`config.mk`:
```
export PLATFORM = sky130hd
export DESIGN_NAME = countdown_timer_flat
export DESIGN_NICKNAME = d
export VERILOG_FILES = /design/src/rtl/countdown_timer_if.sv /design/src/rtl/countdown_timer.sv /design/src/flat_wrapper.sv
export SDC_FILE = /design/constraint.sdc
export NUM_CORES = 1
export LEC_CHECK = 0
export CAP_MARGIN = 10
export CORE_MARGIN = 1.5
export CORE_UTILIZATION = 63
export DETAILED_ROUTE_END_ITERATION = 10
export DONT_BUFFER_PORTS = 1
export PLACE_DENSITY = 0.85
export SLEW_MARGIN = 20
export SYNTH_ARGS = -nofsm -noshare
export SYNTH_HDL_FRONTEND = slang
export SYNTH_SLANG_ARGS = --single-unit
```
`constraint.sdc`:
```
create_clock -name clk -period 2.5 [get_ports clk]
set_input_delay 0.5 -clock clk [delete_from_list [all_inputs] [get_ports clk]]
set_output_delay 0.5 -clock clk [all_outputs]
set_load 0.005 [all_outputs]
```
`src/rtl/countdown_timer_if.sv`:
```
`default_nettype none
// ============================================================================
//  Module      : countdown_timer_if
//  Description : Control and display bundle for countdown_timer.
//                master : game controller side (drives load/start/pause and
//                         the BCD load digits, observes time and status)
//                slave  : the timer itself
//  Signals     : load, start, pause, load_decaseconds/seconds/deciseconds (in)
//                decaseconds_out, seconds_out, deciseconds_out, running,
//                at_zero, done_pulse, warn (out)
//  Revision    : 1.0 - initial release
// ============================================================================
interface countdown_timer_if;
  logic       load;
  logic       start;
  logic       pause;
  logic [3:0] load_decaseconds;
  logic [3:0] load_seconds;
  logic [3:0] load_deciseconds;
  logic [3:0] decaseconds_out;
  logic [3:0] seconds_out;
  logic [3:0] deciseconds_out;
  logic       running;
  logic       at_zero;
  logic       done_pulse;
  logic       warn;

  modport master (
    output load, start, pause,
    output load_decaseconds, load_seconds, load_deciseconds,
    input  decaseconds_out, seconds_out, deciseconds_out,
    input  running, at_zero, done_pulse, warn
  );

  modport slave (
    input  load, start, pause,
    input  load_decaseconds, load_seconds, load_deciseconds,
    output decaseconds_out, seconds_out, deciseconds_out,
    output running, at_zero, done_pulse, warn
  );
endinterface
`default_nettype wire

```
`src/rtl/countdown_timer.sv`:
```
`default_nettype none
// ============================================================================
//  Module      : countdown_timer
//  Description : Down-counting BCD timer (max 99.9 s) for the timed typing
//                test. Counts down in 0.1 s steps derived from a CLK_DIV
//                prescaler and signals expiry to the game controller.
//  Ports       : clk, rst (sync, active-high)
//                bus (countdown_timer_if.slave):
//                  load/start/pause, load_* BCD digits      -> inputs
//                  *_out BCD digits, running, at_zero,
//                  done_pulse, warn                          -> outputs
//  Parameters  : CLK_DIV   - clk cycles per 0.1 s tick
//                WARN_DECI - warn threshold in deciseconds (feature build only)
//  Options     : `define COUNTDOWN_WARN_EN builds the low-time warn output;
//                otherwise warn is tied 0 and no comparator exists.
//  Revision    : 1.0 - initial release
// ============================================================================
module countdown_timer #(
  parameter int CLK_DIV = 10000000
`ifdef COUNTDOWN_WARN_EN
  ,
  parameter int WARN_DECI = 100
`endif
) (
  input wire logic          clk,
  input wire logic          rst,
  countdown_timer_if.slave  bus
);

  localparam int PW = (CLK_DIV > 1) ? $clog2(CLK_DIV) : 1;
  localparam logic [PW-1:0] c_presc_max = PW'(CLK_DIV - 1);

  typedef enum logic [1:0] {
    S_IDLE  = 2'd0,
    S_RUN   = 2'd1,
    S_PAUSE = 2'd2,
    S_DONE  = 2'd3
  } state_t;

  state_t        r_state, w_state_nxt;
  logic [3:0]    r_deca, r_sec, r_deci;
  logic [3:0]    w_deca_nxt, w_sec_nxt, w_deci_nxt;
  logic [3:0]    w_dec_deca, w_dec_sec, w_dec_deci;
  logic [PW-1:0] r_presc, w_presc_nxt;
  logic          r_running, r_at_zero, r_done_pulse;
  logic          w_done_pulse_nxt;
  logic          w_loaded_zero, w_dec_zero, w_tick;

  function automatic logic [3:0] f_clamp9(input logic [3:0] d);
    return (d > 4'd9) ? 4'd9 : d;
  endfunction

  assign w_loaded_zero = (r_deca == 4'd0) && (r_sec == 4'd0) && (r_deci == 4'd0);
  assign w_tick        = (r_presc == c_presc_max);

  // One-step BCD decrement with borrow; an all-zero value holds.
  always_comb begin
    w_dec_deca = r_deca;
    w_dec_sec  = r_sec;
    w_dec_deci = r_deci;
    if (r_deci != 4'd0) begin
      w_dec_deci = r_deci - 4'd1;
    end else if (r_sec != 4'd0) begin
      w_dec_deci = 4'd9;
      w_dec_sec  = r_sec - 4'd1;
    end else if (r_deca != 4'd0) begin
      w_dec_deci = 4'd9;
      w_dec_sec  = 4'd9;
      w_dec_deca = r_deca - 4'd1;
    end
  end

  assign w_dec_zero = (w_dec_deca == 4'd0) && (w_dec_sec == 4'd0) && (w_dec_deci == 4'd0);

  // Next-state, next-digit and next-prescaler logic.
  always_comb begin
    w_state_nxt      = r_state;
    w_deca_nxt       = r_deca;
    w_sec_nxt        = r_sec;
    w_deci_nxt       = r_deci;
    w_presc_nxt      = r_presc;
    w_done_pulse_nxt = 1'b0;

    if (bus.load) begin
      w_state_nxt = S_IDLE;
      w_deca_nxt  = f_clamp9(bus.load_decaseconds);
      w_sec_nxt   = f_clamp9(bus.load_seconds);
      w_deci_nxt  = f_clamp9(bus.load_deciseconds);
      w_presc_nxt = '0;
    end else begin
      unique case (r_state)
        S_IDLE: begin
          if (bus.start) begin
            w_presc_nxt = '0;
            if (w_loaded_zero) begin
              w_state_nxt      = S_DONE;
              w_done_pulse_nxt = 1'b1;
            end else begin
              w_state_nxt = S_RUN;
            end
          end
        end
        S_RUN: begin
          // pause beats a coincident tick: prescaler and digits freeze as-is
          if (bus.pause) begin
            w_state_nxt = S_PAUSE;
          end else if (w_tick) begin
            w_presc_nxt = '0;
            w_deca_nxt  = w_dec_deca;
            w_sec_nxt   = w_dec_sec;
            w_deci_nxt  = w_dec_deci;
            if (w_dec_zero) begin
              w_state_nxt      = S_DONE;
              w_done_pulse_nxt = 1'b1;
            end
          end else begin
            w_presc_nxt = r_presc + 1'b1;
          end
        end
        S_PAUSE: begin
          if (bus.start && !bus.pause) begin
            w_state_nxt = S_RUN;
          end
        end
        S_DONE: begin
          w_state_nxt = S_DONE;
        end
        default: begin
          w_state_nxt = S_IDLE;
        end
      endcase
    end
  end

  always_ff @(posedge clk) begin
    if (rst) begin
      r_state      <= S_IDLE;
      r_deca       <= 4'd0;
      r_sec        <= 4'd0;
      r_deci       <= 4'd0;
      r_presc      <= '0;
      r_running    <= 1'b0;
      r_at_zero    <= 1'b0;
      r_done_pulse <= 1'b0;
    end else begin
      r_state      <= w_state_nxt;
      r_deca       <= w_deca_nxt;
      r_sec        <= w_sec_nxt;
      r_deci       <= w_deci_nxt;
      r_presc      <= w_presc_nxt;
      r_running    <= (w_state_nxt == S_RUN);
      r_at_zero    <= (w_state_nxt == S_DONE);
      r_done_pulse <= w_done_pulse_nxt;
    end
  end

`ifdef COUNTDOWN_WARN_EN
  logic [9:0] w_remaining_nxt;
  logic       w_warn_nxt;
  logic       r_warn;

  // Evaluated on next-state digits so warn moves on the same edge as them.
  assign w_remaining_nxt = 10'(w_deca_nxt) * 10'd100 + 10'(w_sec_nxt) * 10'd10
                         + 10'(w_deci_nxt);
  assign w_warn_nxt = ((w_state_nxt == S_RUN) || (w_state_nxt == S_PAUSE)) &&
                      ($signed({22'd0, w_remaining_nxt}) <= WARN_DECI);

  always_ff @(posedge clk) begin
    if (rst) begin
      r_warn <= 1'b0;
    end else begin
      r_warn <= w_warn_nxt;
    end
  end

  assign bus.warn = r_warn;
`else
  assign bus.warn = 1'b0;
`endif

  assign bus.decaseconds_out = r_deca;
  assign bus.seconds_out     = r_sec;
  assign bus.deciseconds_out = r_deci;
  assign bus.running         = r_running;
  assign bus.at_zero         = r_at_zero;
  assign bus.done_pulse      = r_done_pulse;

endmodule
`default_nettype wire

```
`src/flat_wrapper.sv`:
```
// flat-port wrapper written by rule: the top's interface ports become plain ports
module countdown_timer_flat 
#(
  parameter int CLK_DIV = 10000000

)
  (clk, rst, bus_load, bus_start, bus_pause, bus_load_decaseconds, bus_load_seconds, bus_load_deciseconds, bus_decaseconds_out, bus_seconds_out, bus_deciseconds_out, bus_running, bus_at_zero, bus_done_pulse, bus_warn);
  countdown_timer_if bus_i ();
  input wire logic clk;
  input wire logic rst;
  input wire logic [$bits(bus_i.load)-1:0] bus_load;
  input wire logic [$bits(bus_i.start)-1:0] bus_start;
  input wire logic [$bits(bus_i.pause)-1:0] bus_pause;
  input wire logic [$bits(bus_i.load_decaseconds)-1:0] bus_load_decaseconds;
  input wire logic [$bits(bus_i.load_seconds)-1:0] bus_load_seconds;
  input wire logic [$bits(bus_i.load_deciseconds)-1:0] bus_load_deciseconds;
  output wire logic [$bits(bus_i.decaseconds_out)-1:0] bus_decaseconds_out;
  output wire logic [$bits(bus_i.seconds_out)-1:0] bus_seconds_out;
  output wire logic [$bits(bus_i.deciseconds_out)-1:0] bus_deciseconds_out;
  output wire logic [$bits(bus_i.running)-1:0] bus_running;
  output wire logic [$bits(bus_i.at_zero)-1:0] bus_at_zero;
  output wire logic [$bits(bus_i.done_pulse)-1:0] bus_done_pulse;
  output wire logic [$bits(bus_i.warn)-1:0] bus_warn;
  assign bus_i.load = bus_load;
  assign bus_i.start = bus_start;
  assign bus_i.pause = bus_pause;
  assign bus_i.load_decaseconds = bus_load_decaseconds;
  assign bus_i.load_seconds = bus_load_seconds;
  assign bus_i.load_deciseconds = bus_load_deciseconds;
  assign bus_decaseconds_out = bus_i.decaseconds_out;
  assign bus_seconds_out = bus_i.seconds_out;
  assign bus_deciseconds_out = bus_i.deciseconds_out;
  assign bus_running = bus_i.running;
  assign bus_at_zero = bus_i.at_zero;
  assign bus_done_pulse = bus_i.done_pulse;
  assign bus_warn = bus_i.warn;
  countdown_timer #(.CLK_DIV(CLK_DIV)) u_core (.clk(clk), .rst(rst), .bus(bus_i));
endmodule
```
==> impl_metrics.env, run 1 <==
export IMPL_status="complete, no violations"
export IMPL_ant_nets=0
export IMPL_dieArea_sq_mm=0.00447
export IMPL_io_buffers=0
export IMPL_multi_input_area_sq_mm=0.00164
export IMPL_p_switching_w=0.000379
export IMPL_hpwl_um=4440
export IMPL_dr_wl_met3_um=379
export IMPL_worstHoldStart="rst"
export IMPL_hold_slack_ns=0.264
export IMPL_dp_cells=376
export IMPL_min_path_type="input pin to flop"
export IMPL_overflow=0
export IMPL_critPathMaxStageDelay_ns=0.52
export IMPL_crit_path_start="u_core.bus.deciseconds_out[0]"
export IMPL_via_per_inst=6.40
export IMPL_cts_made_buffers=5
export IMPL_finalWirelength_um=6040
export IMPL_synth_distinct_cells=67
export IMPL_wire_per_inst_um=15.7
export IMPL_ys_seq_area_share_pct=31.9
export IMPL_intPower_w=0.00109
export IMPL_synth_area_sq_mm=0.00257
export IMPL_synth_fp_nets=351
export IMPL_crit_family="simple AND/OR/NAND/NOR gates"
export IMPL_rows=23
export IMPL_preCtsSetupSlack_ns=0.126
export IMPL_synth_edff_count=0
export IMPL_crit_arrival_ns=2.55
export IMPL_path_buf_inv=1
export IMPL_crit_fanout=5
export IMPL_fmax_ghz=0.426
export IMPL_boundaryPins=33
export IMPL_hold_viol=0
export IMPL_synth_ff_type="dfxtp_1"
export IMPL_drcViolationCount=0
export IMPL_cts_root_buf="clkbuf_8"
export IMPL_switching_share_pct=25.7
export IMPL_h_tree_depth=2
export IMPL_start_util_pct=64.7
export IMPL_crit_path_end_kind="flop"
export IMPL_cts_tree="yes"
export IMPL_num_vias=2458
export IMPL_drive_gt1_share_pct=11.7
export IMPL_grt_pass1_wl_um=9650
export IMPL_n_fill_cell=328
export IMPL_fin_cells=384
export IMPL_die_x_um=66.9
export IMPL_pwr_share_comb_pct=14.8
export IMPL_power_frac_seq_pct=46.9
export IMPL_firstDrtPassIters=4
export IMPL_drv_cap=0
export IMPL_fin_setup_tns_ns=0
export IMPL_final_seq_area_sq_um=821
export IMPL_path_cells="inv_2 > ha_2 > or3b_4 > or4_1 > a22oi_1 > and4_1 > nand4b_1 > and3_1"
export IMPL_clock_sinks=41
export IMPL_synth_warnings=0
export IMPL_antenna_found_initial=0
export IMPL_ctsResizeCount=0
export IMPL_clock_latency_ns=0.30
export IMPL_fin_ws_ns=0.153
export IMPL_postCtsSetupRepairBufs=0
export IMPL_ys_seq_elements=41
export IMPL_setup_worst_path_start_class="flop"
export IMPL_coreArea_sq_mm=0.00397
export IMPL_post_dp_cell_area_sq_mm=0.00265
export IMPL_post_route_period_util_pct=93.9
export IMPL_crit_type="flop to flop"
export IMPL_syn2layout_area_growth_pct=8.37
export IMPL_place_congestion=0.918
export IMPL_tightest_slew_ns=0.582
export IMPL_dr_wl_met2_um=2960
export IMPL_design_area_sq_mm=0.00279
export IMPL_rsz0062_at_grt="no"
export IMPL_critPathRequiredTime_ns=2.70
export IMPL_timing_rr_start="u_core.bus.deciseconds_out[0]"
export IMPL_drt_initial_drc_count=143
export IMPL_maxSlewHeadroom_pct=60.8
export IMPL_netlist_instances=329
export IMPL_grt_pass1_vias=2255
export IMPL_p_leak_nw=0.979
export IMPL_die_h_um=66.9
export IMPL_p_per_area_mw_per_mm2=529
export IMPL_fin_worst_skew_ns=0.00935
export IMPL_cp_slowest_cell="or4_1"
export IMPL_final_max_slew_viol_count=0
export IMPL_setup_viol=0
export IMPL_hold_buffers=0
export IMPL_grt_max_degree=21
export IMPL_async_flop_share_pct=0
export IMPL_dr_max_layer_used="met4"
export IMPL_max_clock_path_buffers=2
export IMPL_grt_usage_pct=28.3
export IMPL_p_clk_share_pct=38.3
export IMPL_wl_met1_um=2510
export IMPL_clk_pin_slew_worst_paths_ns=0.09
export IMPL_syn_area_per_cell_sq_um=7.81
export IMPL_nets=355
export IMPL_antennaDiodeCount=0
export IMPL_min_period_ns=2.35
export IMPL_peakVddDrop_uv=356
final timing paths:
check / endpoint / slack, ns / cells past startpoint
worst max-delay path: u_core.bus.running / 0.15 / 8
worst max register to register: u_core.bus.running / 0.15 / 8
worst min-delay path: u_core.bus.deciseconds_out[2] / 0.26 / 1
worst min register to register: u_core.r_presc[1] / 0.49 / 2
logic make-up (layout without fill, tap and decap cells):
group           after synthesis  in the layout  synth area share [%]
compound gates               69             69                  17.3
xor+xnor                     14             14                  4.77
fa+ha+maj                     5              5                  2.43
buf+inv                      29             34                  4.92
flops                        41             41                  31.9
mux                           6              6                  2.43
other cells                   1              1                 0.146
simple gates                164            164                  36.0
metal layers:
| layer | global-route usage [%] | vias up |
|---|---|---|
| met5 | 0 | - |
| met4 | 15.3 | 0 |
| met3 | 5.41 | 18 |
| met2 | 49.8 | 91 |
| met1 | 31.9 | 1139 |
| li1 | - | 1210 |
final cells by class:
| class | instances | share of cell area, % |
|---|---|---|
| clock buffers | 6 | 2.96 |
| clock inverters | 2 | 1.35 |
| inverters | 15 | 2.02 |
| multi-input cells | 259 | 59.0 |
| flip-flops and latches | 41 | 29.5 |
| well taps | 50 | 2.25 |
| repair buffers | 11 | 2.96 |
flip-flops by register name, summed over array words and instances (netlist names):
register / count
u_core.bus.at_zero: 1
u_core.bus.decaseconds_out: 4
u_core.bus.deciseconds_out: 4
u_core.bus.done_pulse: 1
u_core.bus.running: 1
u_core.bus.seconds_out: 4
u_core.r_presc: 24
u_core.r_state: 2
cells in the final DEF, fill, tap and decap left out, types with 3 or more instances in the layout:
cell type / instances
dfxtp_1: 41
nor2_1: 39
nand2_1: 25
a21oi_1: 19
o21ai_0: 16
inv_1: 14
nand3_1: 14
buf_4: 11
nor3_1: 9
nand2b_1: 8
nand4_1: 8
nor4_1: 7
and3_1: 7
a31oi_1: 7
nor3b_1: 7
xnor2_1: 7
xor2_1: 7
clkbuf_8: 6
nor2b_1: 5
a211oi_1: 5
and4_1: 4
or3_1: 4
or2_2: 4
mux2i_1: 4
or4_1: 3
or3b_4: 3
and4b_1: 3
ha_1: 3
power by group through the flow:
stage               clock, W  combinational (W)  sequential, W
finish              0.000565           0.000218       0.000690
global route        0.000593           0.000239       0.000693
CTS                 0.000570           0.000206       0.000690
detailed placement         0           0.000204       0.000705
global placement           0           0.000199       0.000704
floorplan                  0           0.000164       0.000698
worst reg2reg max path, cell delays in order, from the launching register on:
cell and delay [ns]:
dfxtp_1 0.32, inv_2 0.08, ha_2 0.21, or3b_4 0.42, or4_1 0.52, a22oi_1 0.14
and4_1 0.24, nand4b_1 0.12, and3_1 0.21
cell usage after synthesis (2+ instances only):
cell type / n / area (sq um)
mux2i_1: 4 / 40.0
and4_1: 4 / 35.0
nor2b_1: 5 / 31.3
dfxtp_1: 41 / 821
a31oi_1: 7 / 43.8
xor2_1: 7 / 61.3
a211oi_1: 5 / 37.5
nor2_1: 39 / 146
inv_1: 15 / 56.3
nand4b_1: 2 / 17.5
a21o_1: 2 / 15.0
and3_1: 7 / 43.8
mux2_2: 2 / 22.5
o41ai_1: 2 / 17.5
a21oi_1: 19 / 95.1
a22oi_1: 2 / 15.0
nand4_1: 8 / 50.1
ha_1: 5 / 62.6
nor3b_1: 7 / 52.6
or4_1: 3 / 22.5
nand3_1: 14 / 70.1
o21ai_0: 16 / 80.1
or3_1: 4 / 25.0
clkbuf_1: 6 / 22.5
xnor2_1: 7 / 61.3
or2_2: 4 / 25.0
and2_1: 2 / 12.5
nand2_1: 25 / 93.8
nand2b_1: 8 / 50.1
nor4_1: 7 / 43.8
and4b_1: 3 / 30.0
buf_2: 4 / 20.0
nor3_1: 9 / 45.0
stage by stage:
| step | total power (W) | util [%] |
|---|---|---|
| after floorplan | 0.000861 | - |
| after global placement | 0.000903 | 66.6 |
| after detailed placement | 0.000910 | 66.6 |
| after CTS | 0.00147 | 69.6 |
| after global routing | 0.00153 | 70.1 |
| final | 0.00147 | 70.1 |
No activity file was read; power rests on OpenSTA's default activity.
==> run 2: changes to the inputs <==
--- a/config.mk
+++ b/config.mk
@@ -7,10 +7,11 @@
 export LEC_CHECK = 0
 export CAP_MARGIN = 10
 export CORE_MARGIN = 1.5
-export CORE_UTILIZATION = 63
+export CORE_UTILIZATION = 30
 export DETAILED_ROUTE_END_ITERATION = 10
 export DONT_BUFFER_PORTS = 1
-export PLACE_DENSITY = 0.85
+export MAX_ROUTING_LAYER = met4
+export PLACE_DENSITY = 0.5
 export SLEW_MARGIN = 20
 export SYNTH_ARGS = -nofsm -noshare
 export SYNTH_HDL_FRONTEND = slang
==> impl_metrics.env, run 2 (synthesis results as in run 1) <==
export IMPL_status="complete, no violations"
export IMPL_mostFrequentLayoutCell="dfxtp_1"
export IMPL_clk_pin_slew_worst_paths_ns=0.09
export IMPL_timing_rr_start="u_core.bus.deciseconds_out[0]"
export IMPL_min_path_type="input pin to flop"
export IMPL_total_power_w=0.00147
export IMPL_nets=360
export IMPL_die_h_um=95.6
export IMPL_critPathRequiredTime_ns=2.70
export IMPL_finalWirelength_um=6870
export IMPL_fmax_ghz=0.425
export IMPL_wire_per_inst_um=15.5
export IMPL_min_path_cells=1
export IMPL_ant_nets=0
export IMPL_largest_reg_flops=24
export IMPL_boundaryPins=33
export IMPL_rsz0062_at_grt="no"
export IMPL_antennaDiodeCount=0
export IMPL_dieArea_sq_mm=0.00913
export IMPL_worstHoldStart="rst"
export IMPL_crit_path_end_kind="flop"
export IMPL_post_dp_cell_area_sq_mm=0.00275
export IMPL_syn2layout_area_growth_pct=11.5
export IMPL_overflow=0
export IMPL_path_cells="inv_1 > ha_1 > or3b_4 > or4_1 > a22oi_1 > and4_1 > nand4b_1 > and3_1"
export IMPL_clock_sinks=41
export IMPL_crit_type="flop to flop"
export IMPL_setup_viol=0
export IMPL_whs_endpoint="u_core.bus.deciseconds_out[2]"
export IMPL_drcViolationCount=0
export IMPL_antenna_found_initial=0
export IMPL_grt_max_degree=21
export IMPL_grt_usage_pct=16.2
export IMPL_fin_setup_tns_ns=0
export IMPL_hpwl_um=5150
export IMPL_min_period_ns=2.35
export IMPL_num_vias=2411
export IMPL_hold_buffers=0
export IMPL_peakVddDrop_uv=197
export IMPL_post_route_period_util_pct=94.1
export IMPL_design_area_sq_mm=0.00287
export IMPL_cts_made_buffers=5
export IMPL_io_buffers=0
export IMPL_rows=33
export IMPL_largest_register="u_core.r_presc"
export IMPL_place_congestion=0.825
export IMPL_fin_worst_skew_ns=0.0131
export IMPL_final_cell_mix="dfxtp_1 (41), nor2_1 (39), nand2_1 (25)"
export IMPL_h_tree_depth=2
export IMPL_crit_fanout=5
export IMPL_final_max_slew_viol_count=0
export IMPL_drv_cap=0
export IMPL_setup_worst_path_start_class="flop"
export IMPL_cts_tree="yes"
export IMPL_clock_latency_ns=0.30
export IMPL_drt_initial_drc_count=95
export IMPL_hold_viol=0
export IMPL_p_per_area_mw_per_mm2=511
export IMPL_r2r_slack_ns=0.15
export IMPL_die_x_um=95.6
export IMPL_rr_worst_depth=8
export IMPL_p_leak_nw=1.00
export IMPL_maxSlewHeadroom_pct=65.1
export IMPL_hold_slack_ns=0.263
export IMPL_start_util_pct=31.1
export IMPL_cp_slowest_cell="or4_1"
export IMPL_cts_root_buf="clkbuf_8"
export IMPL_via_per_inst=5.43
export IMPL_critPathMaxStageDelay_ns=0.50
export IMPL_coreArea_sq_mm=0.00826
export IMPL_ctsResizeCount=0
export IMPL_grt_pass1_wl_um=11100
export IMPL_drive_gt1_share_pct=11.8
export IMPL_firstDrtPassIters=4
export IMPL_postCtsSetupRepairBufs=0
export IMPL_grt_pass1_vias=2228
export IMPL_crit_arrival_ns=2.55
export IMPL_rr_endpoint="u_core.bus.running"
export IMPL_tightest_slew_ns=0.519
export IMPL_max_clock_path_buffers=2
run 2: metrics by stage:
stage               utilization [%]  setup WS, ns  cells
floorplan                         -         0.227    329
global placement               33.3         0.197    436
detailed placement             33.3         0.146    436
CTS                            34.7         0.142    444
global route                   34.7        0.0292    444
finish                         34.7         0.147    444
run 2: power breakdown:
group | internal [W] | switching [W]
clock network | 0.000299 | 0.000259
logic | 0.000100 | 0.000120
registers | 0.000668 | 0.0000192
run 2: worst max path at each step:
stage / startpoint / to / slack, ns / cells past startpoint
2_1_floorplan: u_core.bus.deciseconds_out[0] / u_core.bus.running / 0.23 / 8
3_3_place_gp: u_core.bus.deciseconds_out[0] / u_core.bus.running / 0.20 / 8
3_5_place_dp: u_core.bus.deciseconds_out[0] / u_core.bus.running / 0.15 / 8
4_1_cts: u_core.bus.deciseconds_out[0] / u_core.bus.running / 0.14 / 8
5_1_grt: u_core.bus.deciseconds_out[0] / u_core.bus.running / 0.03 / 8
6_report: u_core.bus.deciseconds_out[0] / u_core.bus.running / 0.15 / 8
run 2: per-layer routing:
metal / track usage, % / vias to the layer above / wire length (um)
li1: - / 1215 / -
met1: 19.8 / 1152 / 3230
met2: 27.0 / 37 / 3300
met3: 3.19 / 7 / 248
met4: 4.41 / 0 / 89
met5: - / - / 0
run 2: area by class of cell:
class | instances | area [sq um]
clock buffer | 5 | 68.8
clock inverter | 3 | 46.3
fill | 879 | 5390
inverter | 15 | 56.3
multi-input combinational | 259 | 1620
sequential | 41 | 821
tap | 105 | 131
timing repair buffer | 16 | 120
run 2: critical path: cells and delay by family, from the launching register on:
| kind | cells | cell delay (ns) |
|---|---|---|
| AOI/OAI and AO/OA | 1 | 0.13 |
| adders and majority gates | 1 | 0.24 |
| buffers and inverters | 1 | 0.11 |
| DFF | 1 | 0.31 |
| and+or+nand+nor | 5 | 1.45 |
